==> src/rtl/lcd_pkg.sv <==
// Shared types and constants for the LCD write arbiter slice.
// Keep geometry here so the picker, cache and bench agree on field widths.
package lcd_pkg;

  localparam int NPORT_DEF       = 4;
  localparam int ROW_W           = 2;
  localparam int COL_W           = 4;
  localparam int CHAR_W          = 8;
  localparam int TIMEOUT_CYC_DEF = 1_000_000;
  localparam int SHADOW_DEPTH    = 32;

  localparam logic [CHAR_W-1:0] ASCII_SPACE = 8'd32;

  typedef enum logic [1:0] {
    ST_IDLE,
    ST_ISSUE,
    ST_SKIP,
    ST_RELEASE
  } state_e;

  // Only rows 0 and 1 exist on the panel, so the cache is indexed by row bit 0.
  function automatic logic [4:0] shadowIdx(input logic [ROW_W-1:0] row,
                                           input logic [COL_W-1:0] col);
    return {row[0], col};
  endfunction

  function automatic logic rowCacheable(input logic [ROW_W-1:0] row);
    return !row[1];
  endfunction

endpackage

==> src/rtl/lcd_rr_pick.sv <==
// Combinational round-robin picker: scans from lastGnt+1 upward, wrapping at NPORT.
module lcd_rr_pick
  import lcd_pkg::*;
#(
  parameter int NPORT = NPORT_DEF,
  parameter int GW    = $clog2(NPORT)
) (
  input  logic [NPORT-1:0] req_i,
  input  logic [GW-1:0]    lastGnt_i,
  output logic             valid_o,
  output logic [GW-1:0]    idx_o
);

  int            cand;
  logic [GW-1:0] candIdx;

  // Walk offsets from farthest to nearest so the nearest requester is assigned last.
  always_comb begin
    valid_o = 1'b0;
    idx_o   = '0;
    cand    = 0;
    candIdx = '0;
    for (int off = NPORT; off >= 1; off--) begin
      cand    = (int'(lastGnt_i) + off) % NPORT;
      candIdx = cand[GW-1:0];
      if (req_i[candIdx]) begin
        valid_o = 1'b1;
        idx_o   = candIdx;
      end
    end
  end

endmodule

==> src/rtl/lcd_write_arbiter.sv <==
// Shares one LCD character writer among NPORT requesters, with a shadow cache
// that completes writes of an unchanged character without touching the panel.
module lcd_write_arbiter
  import lcd_pkg::*;
#(
  parameter int NPORT       = NPORT_DEF,
  parameter int TIMEOUT_CYC = TIMEOUT_CYC_DEF,
  parameter int SKIP_DUP    = 1
) (
  input  logic                     clk,
  input  logic                     rst_n,
  input  logic [NPORT-1:0]         req_i,
  input  logic [2*NPORT-1:0]       row_i,
  input  logic [4*NPORT-1:0]       col_i,
  input  logic [8*NPORT-1:0]       char_i,
  output logic [NPORT-1:0]         busy_o,
  output logic [NPORT-1:0]         done_o,
  input  logic                     flush,
  output logic                     lcd_req,
  output logic [1:0]               lcd_row,
  output logic [3:0]               lcd_col,
  output logic [7:0]               lcd_char,
  input  logic                     lcd_busy,
  input  logic                     lcd_done,
  output logic [$clog2(NPORT)-1:0] gnt_o,
  output logic                     err_timeout
);

  localparam int          GW      = $clog2(NPORT);
  localparam logic [31:0] TO_LAST = 32'(TIMEOUT_CYC - 1);

  state_e              state_q, state_d;
  logic [GW-1:0]       gnt_q, gnt_d;
  logic [GW-1:0]       lastGnt_q, lastGnt_d;
  logic [ROW_W-1:0]    row_q, row_d;
  logic [COL_W-1:0]    col_q, col_d;
  logic [CHAR_W-1:0]   char_q, char_d;
  logic [31:0]         cnt_q, cnt_d;
  logic [NPORT-1:0]    done_q, done_d;
  logic                errTo_q, errTo_d;
  logic                shadowWr;

  logic [CHAR_W-1:0]       shadowChar_q [SHADOW_DEPTH];
  logic [SHADOW_DEPTH-1:0] shadowValid_q;

  logic [ROW_W-1:0]  rowArr  [NPORT];
  logic [COL_W-1:0]  colArr  [NPORT];
  logic [CHAR_W-1:0] charArr [NPORT];

  logic              pickValid;
  logic [GW-1:0]     pickIdx;
  logic [ROW_W-1:0]  pickRow;
  logic [COL_W-1:0]  pickCol;
  logic [CHAR_W-1:0] pickChar;
  logic [4:0]        lookIdx;
  logic              dupHit;

  always_comb begin
    for (int k = 0; k < NPORT; k++) begin
      rowArr[k]  = row_i[2*k +: 2];
      colArr[k]  = col_i[4*k +: 4];
      charArr[k] = char_i[8*k +: 8];
    end
  end

  lcd_rr_pick #(
    .NPORT (NPORT),
    .GW    (GW)
  ) u_pick (
    .req_i     (req_i),
    .lastGnt_i (lastGnt_q),
    .valid_o   (pickValid),
    .idx_o     (pickIdx)
  );

  always_comb begin
    pickRow  = rowArr[pickIdx];
    pickCol  = colArr[pickIdx];
    pickChar = charArr[pickIdx];
    lookIdx  = shadowIdx(pickRow, pickCol);
    dupHit   = (SKIP_DUP != 0) && rowCacheable(pickRow) &&
               shadowValid_q[lookIdx] && (shadowChar_q[lookIdx] == pickChar);
  end

  always_ff @(posedge clk or negedge rst_n) begin
    if (!rst_n) begin
      state_q   <= ST_IDLE;
      gnt_q     <= '0;
      lastGnt_q <= GW'(NPORT - 1);
      row_q     <= '0;
      col_q     <= '0;
      char_q    <= '0;
      cnt_q     <= '0;
      done_q    <= '0;
      errTo_q   <= 1'b0;
    end else begin
      state_q   <= state_d;
      gnt_q     <= gnt_d;
      lastGnt_q <= lastGnt_d;
      row_q     <= row_d;
      col_q     <= col_d;
      char_q    <= char_d;
      cnt_q     <= cnt_d;
      done_q    <= done_d;
      errTo_q   <= errTo_d;
    end
  end

  // lcd_done wins over a timeout landing on the same cycle.
  always_comb begin
    state_d   = state_q;
    gnt_d     = gnt_q;
    lastGnt_d = lastGnt_q;
    row_d     = row_q;
    col_d     = col_q;
    char_d    = char_q;
    cnt_d     = cnt_q;
    done_d    = '0;
    errTo_d   = errTo_q;
    shadowWr  = 1'b0;
    unique case (state_q)
      ST_IDLE: begin
        if (pickValid && !lcd_busy) begin
          gnt_d     = pickIdx;
          lastGnt_d = pickIdx;
          row_d     = pickRow;
          col_d     = pickCol;
          char_d    = pickChar;
          cnt_d     = '0;
          state_d   = dupHit ? ST_SKIP : ST_ISSUE;
        end
      end
      ST_ISSUE: begin
        if (lcd_done) begin
          done_d[gnt_q] = 1'b1;
          shadowWr      = 1'b1;
          cnt_d         = '0;
          state_d       = ST_RELEASE;
        end else if (cnt_q == TO_LAST) begin
          done_d[gnt_q] = 1'b1;
          errTo_d       = 1'b1;
          cnt_d         = '0;
          state_d       = ST_RELEASE;
        end else begin
          cnt_d = cnt_q + 32'd1;
        end
      end
      ST_SKIP: begin
        done_d[gnt_q] = 1'b1;
        state_d       = ST_RELEASE;
      end
      ST_RELEASE: begin
        if (!req_i[gnt_q]) state_d = ST_IDLE;
      end
      default: state_d = ST_IDLE;
    endcase
  end

  // A flush on the same cycle as a completing write leaves the whole cache invalid.
  always_ff @(posedge clk or negedge rst_n) begin
    if (!rst_n) begin
      shadowValid_q <= '0;
      for (int i = 0; i < SHADOW_DEPTH; i++) shadowChar_q[i] <= ASCII_SPACE;
    end else if (flush) begin
      shadowValid_q <= '0;
    end else if (shadowWr && rowCacheable(row_q)) begin
      shadowValid_q[shadowIdx(row_q, col_q)] <= 1'b1;
      shadowChar_q[shadowIdx(row_q, col_q)]  <= char_q;
    end
  end

  always_comb begin
    for (int k = 0; k < NPORT; k++) begin
      busy_o[k] = ((state_q != ST_IDLE) && (GW'(k) != gnt_q)) ||
                  ((GW'(k) == gnt_q) && lcd_busy);
    end
  end

  assign lcd_req     = (state_q == ST_ISSUE);
  assign lcd_row     = row_q;
  assign lcd_col     = col_q;
  assign lcd_char    = char_q;
  assign done_o      = done_q;
  assign gnt_o       = gnt_q;
  assign err_timeout = errTo_q;

endmodule

==> config.mk <==
export PLATFORM = sky130hd
export DESIGN_NAME = lcd_write_arbiter
export DESIGN_NICKNAME = d
export VERILOG_FILES = /design/src/rtl/lcd_pkg.sv /design/src/rtl/lcd_rr_pick.sv /design/src/rtl/lcd_write_arbiter.sv
export SDC_FILE = /design/constraint.sdc
export NUM_CORES = 1
export LEC_CHECK = 0
export ABC_CLOCK_PERIOD_IN_PS = 4450
export CAP_MARGIN = 5
export CORE_ASPECT_RATIO = 1.4
export CORE_MARGIN = 5
export CORE_UTILIZATION = 50
export CTS_CLUSTER_DIAMETER = 120
export CTS_CLUSTER_SIZE = 24
export DETAILED_ROUTE_END_ITERATION = 8
export HOLD_SLACK_MARGIN = 0.06
export PLACE_DENSITY = 0.68
export SLEW_MARGIN = 10
export SYNTH_ARGS = -nofsm -noshare
export SYNTH_HDL_FRONTEND = slang
export SYNTH_SLANG_ARGS = --single-unit
==> constraint.sdc <==
create_clock -name clk -period 4.45 [get_ports clk]
set_input_delay 0.89 -clock clk [delete_from_list [all_inputs] [get_ports clk]]
set_output_delay 0.89 -clock clk [all_outputs]
set_load 0.05 [all_outputs]
-- Word-level counts from Yosys, hierarchy flattened
Index checks and enable logic that the tools add are counted.
- ROM bits: 0
- memories: 0
- bits in writable memories: 0
- bits in registers: 345
- logic and storage cells: 169
- latch bits: 0
- $add $sub $neg: 5
- reduce and logical (&&, ||, !) cells: 33
- bitwise operators: 6
- div/mod/pow operators: 0
- shift operators: 0
- $lt $le $gt $ge: 13
- muxes and demuxes: 56
- eq/ne operators: 14
- multiply operators: 0
- operators with widths (kind ; count):
    $bwmux 256 ; 1
    $mux 32 ; 5
    $pmux 32 s2 ; 1
    $bmux 8 s5 ; 1
    $demux 8 s5 ; 1
    $mux 8 ; 5
    $add 32x1->32 const B ; 1
    $eq 32x20->1 const B ; 1
    $or 32x32->32 ; 1
    $mux 2 ; 11
    $bmux 8 s2 ; 1
    $mux 4 ; 4
    $logic_and 1x1->1 ; 15
    $lt 2x3->1 const B ; 5
    $mux 1 ; 14
    $ge 6x6->1 const B ; 2
    $lt 5x6->1 const B ; 2
    $not 5->6 ; 2
    $bmux 1 s2 ; 5
    $bmux 4 s2 ; 1
    $eq 8x8->1 ; 1
    $pmux 2 s4 ; 1
    $pmux 4 s2 ; 1
    $reduce_bool 2->1 ; 4
    other kinds (25) ; 41

-- Logic depth before layout (Yosys ltp)
- depth in word-level cells: 20
- depth in mapped cells: 16
- gate-level depth less buffers: 12

-- Cells and area by module
Synthesis repeated with hierarchy kept, for this count alone.
- cells, all modules: 1327
- area total of the unflattened synthesis: 16719.8 µm²
- modules (own cells, without submodules) (module ; cells each ; area each (µm²) ; sequential area each (µm²) ; instances):
    lcd_write_arbiter ; 1313 ; 16628.4 ; 8675.8 ; 1
    lcd_rr_pick ; 14 ; 91.3 ; 0.0 ; 1

-- Worst setup path before layout
No wires, ideal clock.
- path type: input to register
- start point: input port req_i[0]
- end point: register state_q[0]
- path slack: 0.896 ns
- path buffers: 2
- required time: 4.317 ns
- arrival: 3.421 ns
- stages: 14
- setup time: 0.133 ns
- cell sequence: o21a_1 o21ai_2 nand3_1 and3_1 buf_6 nor2_8 buf_8 mux2_2 o2111ai_1 nand4_1 xnor2_1 a2111oi_0 and4_1 a21oi_1
- longest elaborated chain between the ends: 19
- ends and longest elaborated chain (item ; RTL line ; source):
    start, declared ; lcd_write_arbiter.sv:12 ; input logic [NPORT-1:0] req_i,
    $bmux 1 s2 ; lcd_rr_pick.sv:26 ; if (req_i[candIdx]) begin
    $mux 1 (not written as such) ; lcd_rr_pick.sv:26 ;
    $mux 2 (4 in a row) ; lcd_rr_pick.sv:26 ;
    $not 2->3 (not written as such) ; lcd_write_arbiter.sv:77, lcd_write_arbiter.sv:78, lcd_write_arbiter.sv:79 ;
    $bmux 4 s2 / $bmux 2 s2 (equally long branches) ; lcd_write_arbiter.sv:78, lcd_write_arbiter.sv:77 ;
    $mux 4 (not written as such) / $mux 2 (equally long branches) (2 in a row) ; lcd_write_arbiter.sv:78, lcd_write_arbiter.sv:77 ;
    $not 5->6 (not written as such) ; lcd_write_arbiter.sv:82 ; shadowValid_q[lookIdx] && (shadowChar_q[lookIdx] == pickChar);
    $bmux 8 s5 ; lcd_write_arbiter.sv:82 ;
    $mux 8 (not written as such) (2 in a row) ; lcd_write_arbiter.sv:82 ;
    $eq 8x8->1 ; lcd_write_arbiter.sv:82 ;
    $logic_and 1x1->1 ; lcd_write_arbiter.sv:82 ;
    $mux 2 ; lcd_write_arbiter.sv:130 ; state_d = dupHit ? ST_SKIP : ST_ISSUE;
    $mux 2 ; lcd_write_arbiter.sv:123 ; if (pickValid && !lcd_busy) begin
    $pmux 2 s4 ; lcd_write_arbiter.sv:121 ; unique case (state_q)
    end signal, assigned ; lcd_write_arbiter.sv:97 ; state_q <= state_d;
    end, declared ; lcd_write_arbiter.sv:32 ; state_e state_q, state_d;
Several ways; a longest one is shown, not always the timed one. The select of a mux whose other input is x is not followed.
A chain may end at the register's enable or synchronous reset.

-- Worst setup path in the final report
- start point: input port req_i[3]
- end point: register state_q[0]
Same word-level chain as after synthesis.

==> reports/results.txt <==
Finish-stage setup viols - 0
CP cell instances - clkdlybuf4s50_1, buf_4, and2_1, o22ai_2, buf_4, o21ai_0, and3_1, buf_4, a21oi_1, buf_12, nand2_1, a31oi_1, nand4_1, nand4_1, xnor2_1, nor4_2, a21oi_1
CP bufs+invs - 5
Worst EP required - 4850 ps
Yosys warns - 0
Clock-pin slew of the registers on the worst-case setup and hold paths - 110 ps
# fillers - 2804
Crit path max fanout - 13
Final hold violations - 0
DIE AREA - 37700 sq um
LEAKAGE - 9.183 nW
Leading area contributor after synthesis - dfrtp_1
Final layout net count - 1717
Pins Over Slew Limit - 0
Worst-Margin Slew - 1055 ps
Routed WL - 48840 um
Arrival @ worst endpoint - 4540 ps
Sum of net half-perimeters after detailed placement - 34350 um
Post-synthesis cell count - 1490
Period Utilization, post-route - 92.90%
Setup WS pre-CTS - -320.3 ps
Post-Synthesis Cell Area - 16930 sq um
Top cells by count, synth - dfrtp_1 (311), mux2_2 (260), nand2_1 (190)
FF/Latch Area - 8676 sq um
RR Endpoint - state_q[0]$_DFFE_PN0P_
CP top delay family - simple AND/OR/NAND/NOR gates
Post-route insts no fill - 2103
1st-iter DRT viols - 1013
Die X - 165.5 um
Setup WS post-layout - 315.9 ps
Cell variety after synth - 71
GRT Overall Usage - 25.83%
Routed WL per cell - 23.23 um
Antenna Diode Count - 0
Seq/Total Area, Yosys - 51.24%
Final GP Congestion - 0.9793
Vias in the first global route - 12790
Synth Register Bits - 345
Worst-Skew Late Latency - 530 ps
Initial antenna violation count - 0
RR Startpoint - lastGnt_q[1]$_DFFE_PN1P_
Minimum clock period - 4134 ps
Post-synth ARST share - 100.0%
Critical Path Start Type - primary input
CP max-delay cell - nor4_2
Largest net degree at the start of global routing - 120
Total clock sinks - 345
CTS tree - done
CTS resizes - 0
Hold Slack - 242.2 ps
Crit end category - flop
CTS hold repair buffers - 0
Cells after DPL - 2071
Crit path kind - primary input to flop
Placed Instance Area - 19110 sq um
Max Fclk - 241.9 MHz
Worst Hold Class - primary input to async pin
CP dominant cell by count - buf_4
R2R cell count - 16
Count leader, synth - dfrtp_1
Global route overflow - 0
Total CTS buffers - 18
Syn_nets - 1561
Synth top area share - 45.97%
Via count - 12470
Initial core utilization - 50.83%
Htree depth - 1
ANT nets after route - 0
Worst path max stage delay - 440 ps
Root Driver - clkbuf_16
Io pins - 91
CORE AREA - 33310 sq um
Multi-input logic area - 7697 sq um
DRC - 0
Cell area power density - 573.7 nW/um^2
Longest Clk Path Bufs - 3
EDFF count, synth - 0
Slew HR - 29.64%
Port-buffer cells - 90
Via/cell ratio - 5.930
Worst vdd ir - 0.2924 mV
Syn-to-layout area delta - 16.06%
FP Rows - 79
Syn_area_per_cell - 11.36 sq um
R2R setup slack - 540 ps
Fin area - 19650 sq um
RSZ-0062 raised after global routing - no
Setup tns final - 0 ps
Top cells by area, synth - dfrtp_1 (46%), mux2_2 (17%), dfstp_2 (5.3%), nand2_1 (4.2%), mux2i_1 (3.4%)
Dominant synthesized flop cell - dfrtp_1
Post-CTS Setup Inserts - 0
Status - complete, no violations
Crit path depth - 17
Die Y - 227.7 um
Clk_skew - 28.26 ps
First-pass GRT wire length - 75380 um
Max Cap Viol - 0
Layout cells sized above 1 - 29.25%
Initial DRT Pass Iterations - 5
-- worst register-to-register path, cell delays in order (launching register included) --
cell	delay, ps
dfstp_2	620
mux2i_1	250
a2bb2oi_2	190
o21ai_2	120
buf_4	170
and3_1	210
nor2_8	160
buf_12	190
buf_4	210
buf_4	160
mux2i_1	210
o22ai_1	110
o311ai_2	350
nand4_1	200
xnor2_1	180
nor4_2	310
a21oi_1	120
-- metal layers --
layer / wire (um) / up-vias / GRT usage (%)
li1: - / 5589 / -
met1: 19250 / 6271 / 33.22
met2: 23570 / 486 / 43.06
met3: 3460 / 125 / 3.897
met4: 2556 / 0 / 11.50
met5: 0 / - / 0
-- metrics by stage --
stage / util (%) / total power, mW
floorplan: - / 7.180
global route: 58.99 / 11.81
detailed placement: 57.36 / 9.424
CTS: 58.97 / 11.27
global placement: 57.36 / 9.355
finish: 58.99 / 11.27
-- where the power goes --
part / internal [mW] / switching (mW)
Clock: 0.818 / 1.03
Combinational: 2.10 / 3.19
Sequential: 3.71 / 0.413
Total: 6.64 / 4.64
-- worst max-delay path by stage --
| stage | startpoint | endpoint | slack (ps) |
|---|---|---|---|
| 2_1_floorplan | req_i[0] | state_q[0]$_DFFE_PN0P_ | 900 |
| 3_3_place_gp | req_i[3] | state_q[0]$_DFFE_PN0P_ | -290 |
| 3_5_place_dp | req_i[3] | state_q[0]$_DFFE_PN0P_ | -320 |
| 4_1_cts | req_i[1] | state_q[0]$_DFFE_PN0P_ | 230 |
| 5_1_grt | req_i[1] | state_q[0]$_DFFE_PN0P_ | 130 |
| 6_report | req_i[3] | state_q[0]$_DFFE_PN0P_ | 320 |
-- cell usage in the layout, fill, tap and decap left out, drive strengths merged, types with 3 or more instances in the layout --
master,n
o2111ai,3
or3,8
nor2,103
a311oi,3
nand3b,4
and4,3
a21o,18
a22oi,5
dfrtp,311
nor4b,3
o32ai,3
mux2i,58
o21ai,92
nand4b,3
buf,130
clkbuf,31
nor3,6
mux2,260
mux4,19
ha,6
clkdlybuf4s50,89
xor2,15
a31oi,14
and3,23
o22ai,7
nor2b,5
a2111oi,5
a32oi,11
dfstp,34
a21oi,23
inv,30
and2,11
nand2b,11
nand4,17
nor4,6
o21a,3
nand2,191
xnor2,11
nand3,63
nor3b,3
-- layout make-up --
type	instances	area share [%]
Sequential cell	345	44.15
Clock inverter	1	0.08278
Multi-Input combinational cell	1033	39.17
Timing Repair Buffer	219	10.56
Clock buffer	31	2.649
Tap cell	445	2.833
Inverter	29	0.5540
-- cell families after synthesis --
kind of cell,after synthesis,synth area share [%]
xor gates and xnor gates,26,1.345
adders and majority gates,6,0.4434
DFF,345,51.24
AOI/OAI and AO/OA,202,7.582
buffers and inverters,112,3.340
and+or+nand+nor,462,12.80
muxes,337,23.25
-- flip-flops by register name, indices dropped and copies added (netlist names) --
register / count
shadowChar_q: 256
cnt_q: 32
shadowValid_q: 32
lcd_char: 8
done_o: 4
lcd_col: 4
gnt_o: 2
lastGnt_q: 2
lcd_row: 2
state_q: 2
err_timeout: 1
(Power assumes the default switching activity.)
